--- src/rtl/ram_dma_arbiter_if.sv ---
// Bus bundle between the CPU/DMA requesters, the RAM instance and ram_dma_arbiter.
// The arbiter takes the slave view; the surrounding system (CPU, DMA engine, RAM) takes the master view.
interface ram_dma_arbiter_if #(
  parameter int ADDR_W = 13
);
  logic              cpu_clken;
  logic [ADDR_W-1:0] cpu_ab;
  logic              cpu_ram_cs;
  logic              cpu_we;
  logic [7:0]        cpu_dbo;
  logic [7:0]        cpu_ram_dout;
  logic              dma_req;
  logic              dma_we;
  logic [ADDR_W-1:0] dma_addr;
  logic [7:0]        dma_wdata;
  logic              dma_ack;
  logic              dma_rvalid;
  logic [7:0]        dma_rdata;
  logic [ADDR_W-1:0] ram_addr;
  logic              ram_we;
  logic [7:0]        ram_din;
  logic [7:0]        ram_dout;
  logic              clken_err;

  modport slave (
    input  cpu_clken, cpu_ab, cpu_ram_cs, cpu_we, cpu_dbo,
    input  dma_req, dma_we, dma_addr, dma_wdata,
    input  ram_dout,
    output cpu_ram_dout, dma_ack, dma_rvalid, dma_rdata,
    output ram_addr, ram_we, ram_din, clken_err
  );

  modport master (
    output cpu_clken, cpu_ab, cpu_ram_cs, cpu_we, cpu_dbo,
    output dma_req, dma_we, dma_addr, dma_wdata,
    output ram_dout,
    input  cpu_ram_dout, dma_ack, dma_rvalid, dma_rdata,
    input  ram_addr, ram_we, ram_din, clken_err
  );
endinterface

--- src/rtl/ram_dma_arbiter.sv ---
// Time-slot arbiter for the single-port system RAM: the CPU owns the enable cycle and the
// one after it, every other clk14 cycle is offered to the DMA requester.
module ram_dma_arbiter #(
  parameter int ADDR_W     = 13,
  parameter int MIN_PERIOD = 4
) (
  input  logic            clk14,
  input  logic            rst,
  ram_dma_arbiter_if.slave bus
);

  localparam logic [1:0] SLOT_A    = 2'd0;
  localparam logic [1:0] SLOT_B    = 2'd1;
  localparam logic [1:0] SLOT_FREE = 2'd2;

  localparam int              CNT_W   = $clog2(MIN_PERIOD + 1);
  localparam logic [CNT_W-1:0] CNT_MAX = CNT_W'(MIN_PERIOD);

  logic              clken_d1;
  logic              clken_d2;
  logic              rd_p1;
  logic [1:0]        slot;
  logic              dma_grant;
  logic [ADDR_W-1:0] addr_mux;
  logic [7:0]        din_mux;
  logic              we_mux;
  logic [CNT_W-1:0]  period_cnt;

  always_comb begin
    slot = SLOT_FREE;
    if (bus.cpu_clken)
      slot = SLOT_A;
    else if (clken_d1)
      slot = SLOT_B;
  end

  assign dma_grant = (slot == SLOT_FREE) && bus.dma_req && !rst;

  // An idle free slot keeps the CPU address on the RAM so the port never floats.
  always_comb begin
    addr_mux = bus.cpu_ab;
    din_mux  = bus.cpu_dbo;
    we_mux   = 1'b0;
    case (slot)
      SLOT_A: we_mux = bus.cpu_we & bus.cpu_ram_cs;
      SLOT_B: we_mux = 1'b0;
      default: begin
        if (dma_grant) begin
          addr_mux = bus.dma_addr;
          din_mux  = bus.dma_wdata;
          we_mux   = bus.dma_we;
        end
      end
    endcase
    if (rst)
      we_mux = 1'b0;
  end

  assign bus.ram_addr = addr_mux;
  assign bus.ram_din  = din_mux;
  assign bus.ram_we   = we_mux;
  assign bus.dma_ack  = dma_grant;

  // RAM output lags its address by one cycle, so both read paths capture two cycles after issue.
  always_ff @(posedge clk14 or posedge rst) begin
    if (rst) begin
      clken_d1         <= 1'b0;
      clken_d2         <= 1'b0;
      rd_p1            <= 1'b0;
      bus.dma_rvalid   <= 1'b0;
      bus.dma_rdata    <= 8'h00;
      bus.cpu_ram_dout <= 8'h00;
    end else begin
      clken_d1       <= bus.cpu_clken;
      clken_d2       <= clken_d1;
      rd_p1          <= dma_grant & ~bus.dma_we;
      bus.dma_rvalid <= rd_p1;
      if (rd_p1)
        bus.dma_rdata <= bus.ram_dout;
      if (clken_d2)
        bus.cpu_ram_dout <= bus.ram_dout;
    end
  end

  // Counter starts saturated so the first enable after reset never flags a short period.
  always_ff @(posedge clk14 or posedge rst) begin
    if (rst) begin
      period_cnt    <= CNT_MAX;
      bus.clken_err <= 1'b0;
    end else if (bus.cpu_clken) begin
      period_cnt <= CNT_W'(1);
      if (period_cnt < CNT_MAX)
        bus.clken_err <= 1'b1;
    end else if (period_cnt < CNT_MAX) begin
      period_cnt <= period_cnt + 1'b1;
    end
  end

endmodule

--- src/flat_wrapper.sv ---
// flat-port wrapper written by rule: the top's interface ports become plain ports
module ram_dma_arbiter_flat 
#(
  parameter int ADDR_W     = 13,
  parameter int MIN_PERIOD = 4
)
  (clk14, rst, bus_cpu_clken, bus_cpu_ab, bus_cpu_ram_cs, bus_cpu_we, bus_cpu_dbo, bus_dma_req, bus_dma_we, bus_dma_addr, bus_dma_wdata, bus_ram_dout, bus_cpu_ram_dout, bus_dma_ack, bus_dma_rvalid, bus_dma_rdata, bus_ram_addr, bus_ram_we, bus_ram_din, bus_clken_err);
  ram_dma_arbiter_if #(.ADDR_W(ADDR_W)) bus_i ();
  input  logic clk14;
  input  logic rst;
  input wire logic [$bits(bus_i.cpu_clken)-1:0] bus_cpu_clken;
  input wire logic [$bits(bus_i.cpu_ab)-1:0] bus_cpu_ab;
  input wire logic [$bits(bus_i.cpu_ram_cs)-1:0] bus_cpu_ram_cs;
  input wire logic [$bits(bus_i.cpu_we)-1:0] bus_cpu_we;
  input wire logic [$bits(bus_i.cpu_dbo)-1:0] bus_cpu_dbo;
  input wire logic [$bits(bus_i.dma_req)-1:0] bus_dma_req;
  input wire logic [$bits(bus_i.dma_we)-1:0] bus_dma_we;
  input wire logic [$bits(bus_i.dma_addr)-1:0] bus_dma_addr;
  input wire logic [$bits(bus_i.dma_wdata)-1:0] bus_dma_wdata;
  input wire logic [$bits(bus_i.ram_dout)-1:0] bus_ram_dout;
  output wire logic [$bits(bus_i.cpu_ram_dout)-1:0] bus_cpu_ram_dout;
  output wire logic [$bits(bus_i.dma_ack)-1:0] bus_dma_ack;
  output wire logic [$bits(bus_i.dma_rvalid)-1:0] bus_dma_rvalid;
  output wire logic [$bits(bus_i.dma_rdata)-1:0] bus_dma_rdata;
  output wire logic [$bits(bus_i.ram_addr)-1:0] bus_ram_addr;
  output wire logic [$bits(bus_i.ram_we)-1:0] bus_ram_we;
  output wire logic [$bits(bus_i.ram_din)-1:0] bus_ram_din;
  output wire logic [$bits(bus_i.clken_err)-1:0] bus_clken_err;
  assign bus_i.cpu_clken = bus_cpu_clken;
  assign bus_i.cpu_ab = bus_cpu_ab;
  assign bus_i.cpu_ram_cs = bus_cpu_ram_cs;
  assign bus_i.cpu_we = bus_cpu_we;
  assign bus_i.cpu_dbo = bus_cpu_dbo;
  assign bus_i.dma_req = bus_dma_req;
  assign bus_i.dma_we = bus_dma_we;
  assign bus_i.dma_addr = bus_dma_addr;
  assign bus_i.dma_wdata = bus_dma_wdata;
  assign bus_i.ram_dout = bus_ram_dout;
  assign bus_cpu_ram_dout = bus_i.cpu_ram_dout;
  assign bus_dma_ack = bus_i.dma_ack;
  assign bus_dma_rvalid = bus_i.dma_rvalid;
  assign bus_dma_rdata = bus_i.dma_rdata;
  assign bus_ram_addr = bus_i.ram_addr;
  assign bus_ram_we = bus_i.ram_we;
  assign bus_ram_din = bus_i.ram_din;
  assign bus_clken_err = bus_i.clken_err;
  ram_dma_arbiter #(.ADDR_W(ADDR_W), .MIN_PERIOD(MIN_PERIOD)) u_core (.clk14(clk14), .rst(rst), .bus(bus_i));
endmodule
--- config.mk ---
export PLATFORM = sky130hd
export DESIGN_NAME = ram_dma_arbiter_flat
export DESIGN_NICKNAME = d
export VERILOG_FILES = /design/src/rtl/ram_dma_arbiter_if.sv /design/src/rtl/ram_dma_arbiter.sv /design/src/flat_wrapper.sv
export SDC_FILE = /design/constraint.sdc
export NUM_CORES = 1
export LEC_CHECK = 0
export ABC_AREA = 1
export CORE_ASPECT_RATIO = 0.8
export CORE_MARGIN = 5
export CORE_UTILIZATION = 32
export DETAILED_ROUTE_END_ITERATION = 10
export PLACE_DENSITY = 0.9
export SYNTH_ARGS = -nofsm -noshare
export SYNTH_HDL_FRONTEND = slang
export SYNTH_SLANG_ARGS = --single-unit
--- constraint.sdc ---
create_clock -name clk14 -period 1.3 [get_ports clk14]
set_input_delay 0.195 -clock clk14 [delete_from_list [all_inputs] [get_ports clk14]]
set_output_delay 0.195 -clock clk14 [all_outputs]
set_load 0.01 [all_outputs]
# Yosys cells after proc, flatten, opt, wreduce, memory -nomap -nowiden
# Index checks and enable logic that the tools add are counted.
totals:
  in_bits: 57
  out_inout_bits: 41
  reg_bits: 24
  wordCells: 33
op_classes:
  add_sub_neg: 1
  muxes: 11
  n_eq_ne: 2
  reduce_logical: 7
  n_lt_le_gt_ge: 1
  bitwise: 3
op_table:
  columns: ["operator", "count"]
  rows:
  - ["13-bit two-way mux", 2]
  - ["8-bit two-way mux", 2]
  - ["3-bit two-way mux", 2]
  - ["2-bit two-way mux", 2]
  - ["3-bit by 1-bit adder with 3-bit output (second input constant)", 1]
  - ["3-bit less-than comparator (second input constant)", 1]
  - ["1-bit AND", 2]
  - ["2-bit by 1-bit == test with 1-bit output (second input constant)", 1]
  - ["2-bit == test (second input constant)", 1]
  - ["1-bit logical AND", 2]
  - ["2-bit zero test", 1]
  - ["1-bit two-way mux", 2]
  - ["1-bit one-hot mux with 2 select lines", 1]
  - ["2-bit AND reduction", 1]
  - ["2-bit nonzero test", 1]
  - ["2-bit OR reduction", 1]
  - ["1-bit zero test", 1]
  - ["1-bit NOT", 1]

# Depth between registers and ports, before layout
# Gate-level depths: netlist (run 1).
logic_depth:
  word_depth: 8
  ltp_mapped: 7
  depth_no_buf: 6

# Worst setup path before layout (run 1)
# OpenSTA, ideal clock, no wires.
synth_timing:
  path_kind: "reg2out"
  from: "reg u_core.clken_d1"
  to: "out bus_ram_addr[10]"
  arrival_time_ns: 0.922
  stages_incl_launch_ff: 7
  path_slack_ns: 0.183
  required_time_ns: 1.105
  path_cell_list: "dfrtp_1 > nor2_2 > nand2_4 > inv_4 > buf_6 > nand2_1 > nand2_1"
synth_between:
  elab_chain_len: 7
  elab_cells_between_ends: 10
synth_rtl:
  columns: ["item", "line", "text"]
  rows:
  - ["from (decl)", "ram_dma_arbiter.sv:19", "logic clken_d1;"]
  - ["from (signal assigned)", "ram_dma_arbiter.sv:74", "clken_d1 <= bus.cpu_clken;"]
  - ["2-bit two-way mux", "ram_dma_arbiter.sv:33", "else if (clken_d1)"]
  - ["2-bit two-way mux", "ram_dma_arbiter.sv:31", "if (bus.cpu_clken)"]
  - ["2-bit == test", "ram_dma_arbiter.sv:37", "assign dma_grant = (slot == SLOT_FREE) && bus.dma_req && !rst;"]
  - ["1-bit logical AND (2 in series)", "ram_dma_arbiter.sv:37", null]
  - ["via bus_dma_ack", "flat_wrapper.sv:22", "output wire logic [$bits(bus_i.dma_ack)-1:0] bus_dma_ack;"]
  - ["13-bit two-way mux", "ram_dma_arbiter.sv:48", "if (dma_grant) begin"]
  - ["13-bit two-way mux", "ram_dma_arbiter.sv:44", "case (slot)"]
  - ["to (decl)", "flat_wrapper.sv:25", "output wire logic [$bits(bus_i.ram_addr)-1:0] bus_ram_addr;"]
# The timed path passes the listed nets, and every way through them passes these cells.

# Worst setup path in the final report (run 1)
layout_timing:
  from: "reg u_core.clken_d1"
  to: "out bus_ram_addr[4]"
layout_between:
  elab_chain_len: 7
  elab_cells_between_ends: 10
layout_rtl:
  columns: ["item", "line"]
  rows:
  - ["2-bit two-way mux *", "ram_dma_arbiter.sv:33"]
  - ["2-bit two-way mux *", "ram_dma_arbiter.sv:31"]
  - ["2-bit == test", "ram_dma_arbiter.sv:37"]
  - ["1-bit logical AND (2 in series)", "ram_dma_arbiter.sv:37"]
  - ["13-bit two-way mux", "ram_dma_arbiter.sv:48"]
  - ["13-bit two-way mux *", "ram_dma_arbiter.sv:44"]
# Every way passes the cells marked *; elsewhere a longest branch is shown, timed or not.

==> metrics.txt, run 1 <==
Clk pwr share 0.232; Worst Path Required 1.11 ns; Root Buffer Master clkbuf_8; core outline area 3471 um2; share of layout cells above drive strength 1 0.3376; type of origin of the critical path register; instance area at placement 2195 um2; Finish-stage setup viols 23; first-pass iteration count of the detailed router 4; clock tree from TritonCTS yes; Tightest Pin Transition 0.3341 ns; Netlist Area Pre-Place 1169 um2; number of H-tree levels 1; Worst-path clk slew 0.08 ns; RSZ-0062 raised after global routing yes; Worst EP arrival 1.37 ns; antenna violations before repair 0; simple logic cell fraction of the synthesized area 0.2452; Gate Count Post-Synth 129; most common cell in the synthesized netlist nand2_1; Port Buffer Count 97; overall die width 77.57 um; Max-Slew Margin vs Limit 0.7773; Most used DFF post-synth dfrtp_1; number of hold violations in the final report 0; count of filler cells inserted in the layout 282; synth top area cells dfrtp_1 (49%), nand2_1 (21%), mux2_2 (15%), dfstp_2 (2.2%), buf_6 (1.9%); num ports 98; status finished, violations left; number of CTS-inserted buffers 3; combinational power share 0.325; final critical-path share of the clock period 1.204; post-placement worst setup slack -0.7168 ns; HPWL after detailed placement 2.974 mm; clk sink count 24; Final min period 1.565 ns; net count of the mapped netlist 187; failing checks setup timing; number of synthesized register bits 24; remaining number of nets flagged by the antenna check after routing 0; maximum clock frequency 639.1 MHz; start-to-end type of the worst setup path register to output port; pin count of the biggest net entering global routing 14; via density per instance 4.631; sequential cell fraction of total power 0.444; standby leakage power 0.001176 uW; Post-Syn Area per Cell 9.059 um2; first-pass GRT wire length 6.313 mm; share of the yosys chip area belonging to registers 0.5150; total global-route track usage 0.1572; Final Hold Slack 0.1703 ns; core occupancy in the finished layout 0.6705; number of max-slew violations in the final report 0; Std-Cell Rows 19; maximum vdd drop 402.6 uV; internal power contribution 1532 uW; share of async-settable or async-resettable flops after synthesis 1.000; die area 4968 um2; number of enable flip-flop cells after synthesis 0; wire per inst 14.48 um; Vert. Die Dim 64.05 um; Setup Skew 0.004893 ns; antenna diode instance count 0; number of distinct library cell variants in the gate-level netlist after synthesis 16; number of max-cap violations 0; warnings from Yosys 0; Total Nets Final 296; kind of end point of the critical path output port; weighted congestion at the end of routability-driven global placement 0.7860; count of vias placed by the detailed router 1292; xor/xnor share of the synthesized area 0; DR DRC count 0; ratio of total power to cell area 895.7 nW/um2; maximum fanout count along the critical path 6; Sw Share 0.2649; Switching Power 552.2 uW; post-route cell area 2327 um2; routed wire length 4.039 mm; compound-cell area share of the yosys netlist 0.02355; share of the synthesized area in the top cell type 0.4925; biggest area consumer among synthesized cells dfrtp_1; total design power 2085 uW; Clock Path Buffers 2; most frequent cells after synthesis nand2_1 (65), dfrtp_1 (23), mux2_2 (16); Clock Latency Late Sink 0.26 ns; Initial DRC Count 35; effective utilization at floorplan 0.3367; aggregate global routing overflow 0; PnR worst setup slack -0.2647 ns; post-synthesis share of cell area spent on full adders, half adders and majority gates 0.01071; multiplexer area fraction after synthesis 0.1542; via count of the first global-routing pass 1379; largest family of logic cells by synthesized area simple AND/OR/NAND/NOR gates; Hold WC Path Type input pin to asynchronous set/reset pin; area growth from synthesis to layout 99.14%
sequential cells by signal, summed over array words and instances (netlist names):
| name | count |
|---|---|
| u_core.bus.cpu_ram_dout | 8 |
| u_core.bus.dma_rdata | 8 |
| u_core.period_cnt | 3 |
| u_core.bus.clken_err | 1 |
| u_core.bus.dma_rvalid | 1 |
| u_core.clken_d1 | 1 |
| u_core.clken_d2 | 1 |
| u_core.rd_p1 | 1 |
cell families after synthesis:
family	Yosys count
AOI/OAI and AO/OA	5
DFF	24
and+or+nand+nor	73
adders and majority gates	1
buffers and inverters	10
muxes	16
stage by stage:
step                      cells  setup TNS [ns]
after floorplan             129               0
after global placement      268          -15.58
after detailed placement    268          -15.95
after CTS                   279          -5.164
after global routing        279          -7.020
final                       279          -5.312
power by group through the flow:
stage / Clock, uW / Sequential (uW) / Combinational (uW)
floorplan: 0 / 972 / 219
global placement: 0 / 936 / 720
detailed placement: 0 / 944 / 736
CTS: 499 / 927 / 657
global route: 528 / 940 / 736
finish: 483 / 925 / 677
path summary, 6_finish.rpt:
check                           startpoint                    endpoint  slack (ns)  cells past startpoint
max in group asynchronous              rst        u_core.period_cnt[2]        0.91                      4
min                                    rst        u_core.bus.clken_err        0.17                      4
min reg2reg                u_core.clken_d1             u_core.clken_d2        0.44                      0
max reg2reg                u_core.clken_d2  u_core.bus.cpu_ram_dout[4]        0.27                      1
max                        u_core.clken_d1             bus_ram_addr[4]       -0.26                      7
min in group clk14           bus_cpu_clken             u_core.clken_d1        0.42                      2
area by class of cell:
class / count / area, um2 / share of cell area
clock buffer: 4 / 55.05 / 0.02366
sequential: 24 / 601.8 / 0.2586
multi-input combinational: 95 / 583.1 / 0.2505
timing repair inverter: 3 / 38.79 / 0.01667
timing repair buffer: 107 / 973.4 / 0.4183
inverter: 4 / 22.52 / 0.009677
tap: 42 / 52.55 / 0.02258
layer usage:
metal	wire length, um	GRT usage	vias up
met3	352	0.04354	12
met5	0	0	-
met2	2139	0.3004	65
li1	-	-	622
met1	1429	0.1639	593
met4	117	0.05579	0
placed cells by master (no fill, tap or decap), drive strengths merged:
| cell type | instances |
|---|---|
| a21o | 1 |
| a21oi | 3 |
| buf | 33 |
| clkbuf | 4 |
| clkdlybuf4s50 | 53 |
| clkinv | 1 |
| dfrtp | 23 |
| dfstp | 1 |
| dlygate4sd2 | 20 |
| dlymetal6s2s | 1 |
| ha | 1 |
| inv | 6 |
| mux2 | 16 |
| nand2 | 66 |
| nand3 | 2 |
| nor2 | 5 |
| o21ai | 1 |
what timing repair did:
| action | CTS | global route |
|---|---|---|
| cloned | 4 | 0 |
| gates resized for setup | 130 | 27 |
| hold buffers | 0 | 0 |
| setup endpoints to repair | 41 | 23 |
| pin swaps | 3 | 4 |
| buffers inserted | 3 | 0 |
worst max-delay path: stages (launching register included):
cell and delay (ns):
dfrtp_1 0.41, nor2_4 0.13, nand2_4 0.11, buf_6 0.16, inv_8 0.08, nand2_2 0.04, nand2_1 0.06, buf_2 0.13
Note: power is estimated with default switching activity, not from simulation.
==> inputs of run 2 (changes only) <==
- RECOVER_POWER: not set -> 100
==> metrics.txt, run 2 (same netlist as run 1, synthesis figures left out) <==
Final min period 1.566 ns (+0.001082 ns); die area 4968 um2 (unchanged); commonest cells after routing, fill and taps aside clkdlybuf4s50_1 (53), nand2_1 (49), dfrtp_1 (23), dlygate4sd2_1 (20), buf_2 (19); number of max-slew violations in the final report 0 (unchanged); number of cells traversed by the worst register-to-register path 2 (+1); Tightest Pin Transition 0.6931 ns (+0.3590 ns); quantity of hold-fixing buffers added after cts 0 (unchanged); start-to-end type of the worst setup path register to output port; buffering stage count on the worst path with inverters included 3 (unchanged); Vert. Die Dim 64.05 um (unchanged); origin of the critical flop-to-flop path u_core.rd_p1; failing checks setup timing; highest cell delay on the worst timing path 0.41 ns (about the same); Std-Cell Rows 19 (unchanged); via count of the first global-routing pass 1379 (unchanged); antenna violations before repair 0 (unchanged); type of origin of the critical path register; RSZ-0062 raised after global routing yes; number of max-cap violations 0 (unchanged); Worst Path Required 1.11 ns (about the same); Port Buffer Count 97 (unchanged); maximum vdd drop 395.3 uV (-1.8%); overall die width 77.57 um (unchanged); count of vias placed by the detailed router 1292 (unchanged); Worst EP arrival 1.37 ns (about the same); num ports 98 (unchanged); Clk pwr share 0.233 (about the same); ratio of total power to cell area 900.8 nW/um2 (+0.57%); HPWL after detailed placement 2.974 mm (unchanged); PnR worst setup slack -0.2658 ns (-0.001082 ns); clock tree from TritonCTS yes; most common cell after layout, fill and taps aside clkdlybuf4s50_1; count of filler cells inserted in the layout 290 (+2.8%); clk sink count 24 (unchanged); via density per instance 4.631 (unchanged); number of hold violations in the final report 0 (unchanged); Stages on worst setup path 7 (unchanged); share of layout cells above drive strength 1 0.3122 (-0.02532); Clock Path Buffers 2 (unchanged); antenna diode instance count 0 (unchanged); effective utilization at floorplan 0.3367 (unchanged); total global-route track usage 0.1572 (unchanged); Sw Share 0.2665 (+0.001630); wire per inst 14.51 um (+0.25%); final critical-path share of the clock period 1.204 (about the same); biggest regs u_core.bus.cpu_ram_dout x8, u_core.bus.dma_rdata x8, u_core.period_cnt x3; number of CTS-inserted buffers 3 (unchanged); cell-by-cell listing of the critical path nor2_4, nand2_4, buf_6, inv_8, nand2_2, nand2_1, buf_2; pin count of the biggest net entering global routing 14 (unchanged); endpoint of the most critical setup path bus_ram_addr[4]; status finished, violations left; remaining number of nets flagged by the antenna check after routing 0 (unchanged); weighted congestion at the end of routability-driven global placement 0.7860 (unchanged); Total Nets Final 296 (unchanged); core occupancy in the finished layout 0.6644 (-0.006128); kind of end point of the critical path output port; worst setup path startpoint u_core.clken_d1; FF-to-FF setup slack 0.05 ns (-0.22 ns); Finish-stage setup viols 23 (unchanged); aggregate global routing overflow 0 (unchanged); combinational power share 0.323 (-0.002); post-placement worst setup slack -0.7168 ns (unchanged); internal power contribution 1524 uW (-0.57%); maximum clock frequency 638.7 MHz (about the same); first-pass iteration count of the detailed router 4 (unchanged); standby leakage power 0.001148 uW (-2.4%); core outline area 3471 um2 (unchanged); Crit path max-delay family flip-flops; Final Hold Slack 0.4374 ns (+0.2671 ns); area growth from synthesis to layout 97.32%; first-pass GRT wire length 6.313 mm (unchanged); sequential cell fraction of total power 0.444 (about the same); maximum fanout count along the critical path 6 (unchanged); Initial DRC Count 34 (-2.9%); end of the worst register-to-register path u_core.bus.dma_rdata[5]; Worst-path clk slew 0.07 ns (about the same); number of H-tree levels 1 (unchanged); Hold WC Path Type register to register; Setup Skew 0.003723 ns (-0.001170 ns); Clock Latency Late Sink 0.26 ns (about the same); routed wire length 4.049 mm (+0.25%); Root Buffer Master clkbuf_8; DR DRC count 0 (unchanged); Max-Slew Margin vs Limit 0.5379 (-0.2393); Switching Power 553.7 uW (+0.26%); cell with the largest stage delay on the worst path dfrtp_1
-- run 2: changes by cell type in the layout (fill, tap and decap cells not counted), sizes merged --
cell / before / now
clkbuf: 4 / 9
dlymetal6s2s: 1 / 0
clkdlybuf4s25: 0 / 1
buf: 33 / 28
-- run 2: power groups by stage --
stage                     clock (uW)  sequential [uW]  combinational [uW]
after global placement             0              936                 720
after floorplan                    0              972                 219
after global routing             528              938                 730
after detailed placement           0              944                 736
after CTS                        499              927                 657
final                            485              922                 671
-- run 2: how the worst min path moves through the flow --
stage               startpoint                    to  cells after the start
2_1_floorplan              rst  u_core.bus.clken_err                      1
4_1_cts          bus_cpu_clken       u_core.clken_d1                      2
6_report       u_core.clken_d1       u_core.clken_d2                      0
5_1_grt        u_core.clken_d1       u_core.clken_d2                      0
3_3_place_gp   u_core.clken_d1       u_core.clken_d2                      0
3_5_place_dp   u_core.clken_d1       u_core.clken_d2                      0
-- run 2: layout make-up --
cell class / instances / area, um2 / share of cell area
Clock buffer: 4 / 55.05 / 0.02387
Inverter: 4 / 22.52 / 0.009767
Multi-Input combinational cell: 95 / 583.1 / 0.2528
Sequential cell: 24 / 601.8 / 0.2610
Tap cell: 42 / 52.55 / 0.02279
Timing Repair Buffer: 107 / 952.2 / 0.4129
Timing Repair inverter: 3 / 38.79 / 0.01682
-- run 2: repair_timing --
| action | 4_1_cts | 5_1_grt |
|---|---|---|
| pin swaps | 3 | 4 |
| gates resized for setup | 130 | 27 |
| setup endpoints to repair | 41 | 23 |
| buffers inserted | 3 | 0 |
| gates cloned | 4 | 0 |
-- run 2: routing by layer --
metal  routed length [um]  GRT usage  up-vias
met2                 2128     0.3004       65
met1                 1450     0.1639      591
li1                     -          -      624
met3                  353    0.04354       12
met5                    0          0        -
met4                  117    0.05579        0
-- run 2: through the flow --
step	instance area (um2)	TNS (ns)	std cells	power, uW
detailed placement	2195	-15.95	268	1680
global route	2306	-7.237	279	2195
floorplan	1169	0	129	1191
global placement	2195	-15.58	268	1656
finish	2306	-5.340	279	2077
CTS	2231	-5.164	279	2084
==> inputs of run 3 (changes only) <==
- CORE_UTILIZATION: 32 -> 29
- PLACE_DENSITY: 0.9 -> 0.87
- clock period: 1.3 -> 1.4 ns (I/O delays scaled with it)
==> metrics.txt, run 3 (same netlist as run 1, synthesis figures left out) <==
status finished, violations left; failing checks setup timing; number of H-tree levels 1 (unchanged); kind of end point of the critical path output port; type of origin of the critical path input pin; Root Buffer Master clkbuf_8; clock tree from TritonCTS yes; antenna violations before repair 0 (unchanged); maximum vdd drop 505.0 uV (+28%); DR DRC count 0 (unchanged); combinational power share 0.328 (+0.005); pin count of the biggest net entering global routing 15 (+1); Final min period 1.633 ns; Total Nets Final 297 (+0.34%); standby leakage power 0.001271 uW (+11%); share of layout cells above drive strength 1 0.4118 (+0.09953); sequential cell fraction of total power 0.399 (-0.045); wire per inst 15.14 um (+4.3%); maximum fanout count along the critical path 6 (unchanged); total design power 2156 uW (+3.8%); antenna diode instance count 0 (unchanged); Hold WC Path Type input pin to asynchronous set/reset pin; number of CTS-inserted buffers 3 (unchanged); remaining number of nets flagged by the antenna check after routing 0 (unchanged); Port Buffer Count 97 (unchanged); total global-route track usage 0.1530 (-0.004211); Tightest Pin Transition 0.5641 ns (-0.1290 ns); number of hold violations in the final report 0 (unchanged); Max-Slew Margin vs Limit 0.6239 (+0.08600); footprint of the multi-input gates 651.9 um2 (+12%); commonest cells after routing, fill and taps aside clkdlybuf4s50_1 (58), nand2_2 (32), nand2_1 (26), dfrtp_1 (23), buf_6 (17); Clock Path Buffers 2 (unchanged); first-pass iteration count of the detailed router 4 (unchanged); count of vias placed by the detailed router 1294 (+0.15%); post-placement worst setup slack -0.6835 ns (+0.03335 ns); Worst-path clk slew 0.08 ns (about the same); final critical-path share of the clock period 1.166; clk sink count 24 (unchanged); most common cell after layout, fill and taps aside clkdlybuf4s50_1; area growth from synthesis to layout 117.1%; Std-Cell Rows 20 (+1); global routing usage on met3 0.04054 (-0.002999); buffering stage count on the worst path with inverters included 4 (+1); Setup Skew 0.002154 ns (-0.001569 ns); met1 layer usage reported by global route 0.1579 (-0.005967); routed wire length 4.437 mm (+9.6%); Crit path max-delay family buffers and inverters; internal power contribution 1611 uW (+5.7%); Worst Path Required 1.19 ns (+0.08 ns); effective utilization at floorplan 0.3032 (-0.03345); maximum clock frequency 612.4 MHz; via count of the first global-routing pass 1444 (+4.7%); RSZ-0062 raised after global routing yes; quantity of hold-fixing buffers added after cts 0 (unchanged); area of all sequential standard cells 601.8 um2 (unchanged); ratio of total power to cell area 849.8 nW/um2 (-5.7%); overall die width 80.97 um (+4.4%); num ports 98 (unchanged); first-pass GRT wire length 6.375 mm (+0.98%); highest cell delay on the worst timing path 0.53 ns (+0.12 ns); PnR worst setup slack -0.2328 ns (+0.03295 ns); Initial DRC Count 39 (+15%); Worst EP arrival 1.42 ns (+0.05 ns); Switching Power 545.7 uW (-1.4%); aggregate global routing overflow 0 (unchanged); Clock Latency Late Sink 0.26 ns (about the same); start-to-end type of the worst setup path input pin to output port; weighted congestion at the end of routability-driven global placement 0.7231 (-8.0%); core occupancy in the finished layout 0.6584 (-0.005942); count of filler cells inserted in the layout 319 (+10%); HPWL after detailed placement 3.041 mm (+2.2%); Clk pwr share 0.273 (+0.040); via density per instance 4.416 (-4.6%); Finish-stage setup viols 23 (unchanged); final total negative setup slack -4.650 ns (+0.6899 ns); M2 GR Usage 0.2951 (-0.005338); biggest regs u_core.bus.cpu_ram_dout x8, u_core.bus.dma_rdata x8, u_core.period_cnt x3; number of max-cap violations 0 (unchanged); cell-by-cell listing of the critical path clkdlybuf4s50_1, nor2_4, nand2_4, buf_6, clkinv_8, nand2_2, nand2_2, buf_6; number of max-slew violations in the final report 0 (unchanged); core outline area 3854 um2 (+11%); cell with the largest stage delay on the worst path clkdlybuf4s50_1; Vert. Die Dim 66.78 um (+4.3%); peak-usage layer in the global routing report met2; die area 5407 um2 (+8.8%); Sw Share 0.2531 (-0.01347)
[run 3: changes by cell type in the layout (fill, tap and decap cells not counted), moves of 8 or more]
cell	previous run	this run
nand2_1	49	26
buf_6	6	17
buf_2	19	9
dlymetal6s2s_1	0	8
nand2_2	13	32
dlygate4sd2_1	20	3
[run 3: metrics by stage]
step                hold slack [ns]  std cells  cell area [um2]
finish                       0.3574        293             2537
global route                 0.3737        293             2537
CTS                          0.3416        292             2336
detailed placement           0.3936        280             2203
global placement             0.3934        280             2203
floorplan                    0.2239        129             1169
[run 3: routing by layer]
metal,part of all wire,vias up,wire length [um]
met1,0.34,598,1521
met5,0,-,0
met4,0.021,0,94
met2,0.56,66,2490
met3,0.075,10,331
li1,-,620,-
[run 3: final timing paths]
path,startpoint,to,slack [ns],depth (start not counted)
min in group clk14,u_core.clken_d1,u_core.clken_d2,0.44,0
min reg2reg,u_core.clken_d1,u_core.clken_d2,0.44,0
max,rst,bus_ram_addr[6],-0.23,8
max in group asynchronous,rst,u_core.bus.cpu_ram_dout[7],0.31,4
min,rst,u_core.clken_d2,0.36,3
max reg2reg,u_core.rd_p1,u_core.bus.dma_rdata[0],0.30,1
[run 3: cell type report]
cell class,instances,area share
clock inverters,1,0.01183
repair inverters,3,0.01627
inverters,4,0.01085
repair buffers,108,0.4236
clock buffers,3,0.01627
well taps,55,0.02712
flip-flops and latches,24,0.2372
multi-input cells,95,0.2569
[run 3: worst min-delay path, stage by stage]
cell and delay (ns):
clkdlybuf4s50_1 0.46, clkbuf_4 0.17, inv_1 0.14
[run 3: what timing repair did]
action                                  CTS  global route
endpoints found under the setup margin   24            36
pin swaps                                 4            15
cloned                                    3             1
buffers inserted                          5             1
resized for setup                       122            65
[run 3: power groups by stage]
stage | Combinational (uW) | Sequential [uW] | Clock [uW]
floorplan | 203 | 903 | 0
finish | 708 | 860 | 588
detailed placement | 680 | 881 | 0
global route | 757 | 877 | 644
CTS | 672 | 867 | 602
global placement | 668 | 872 | 0
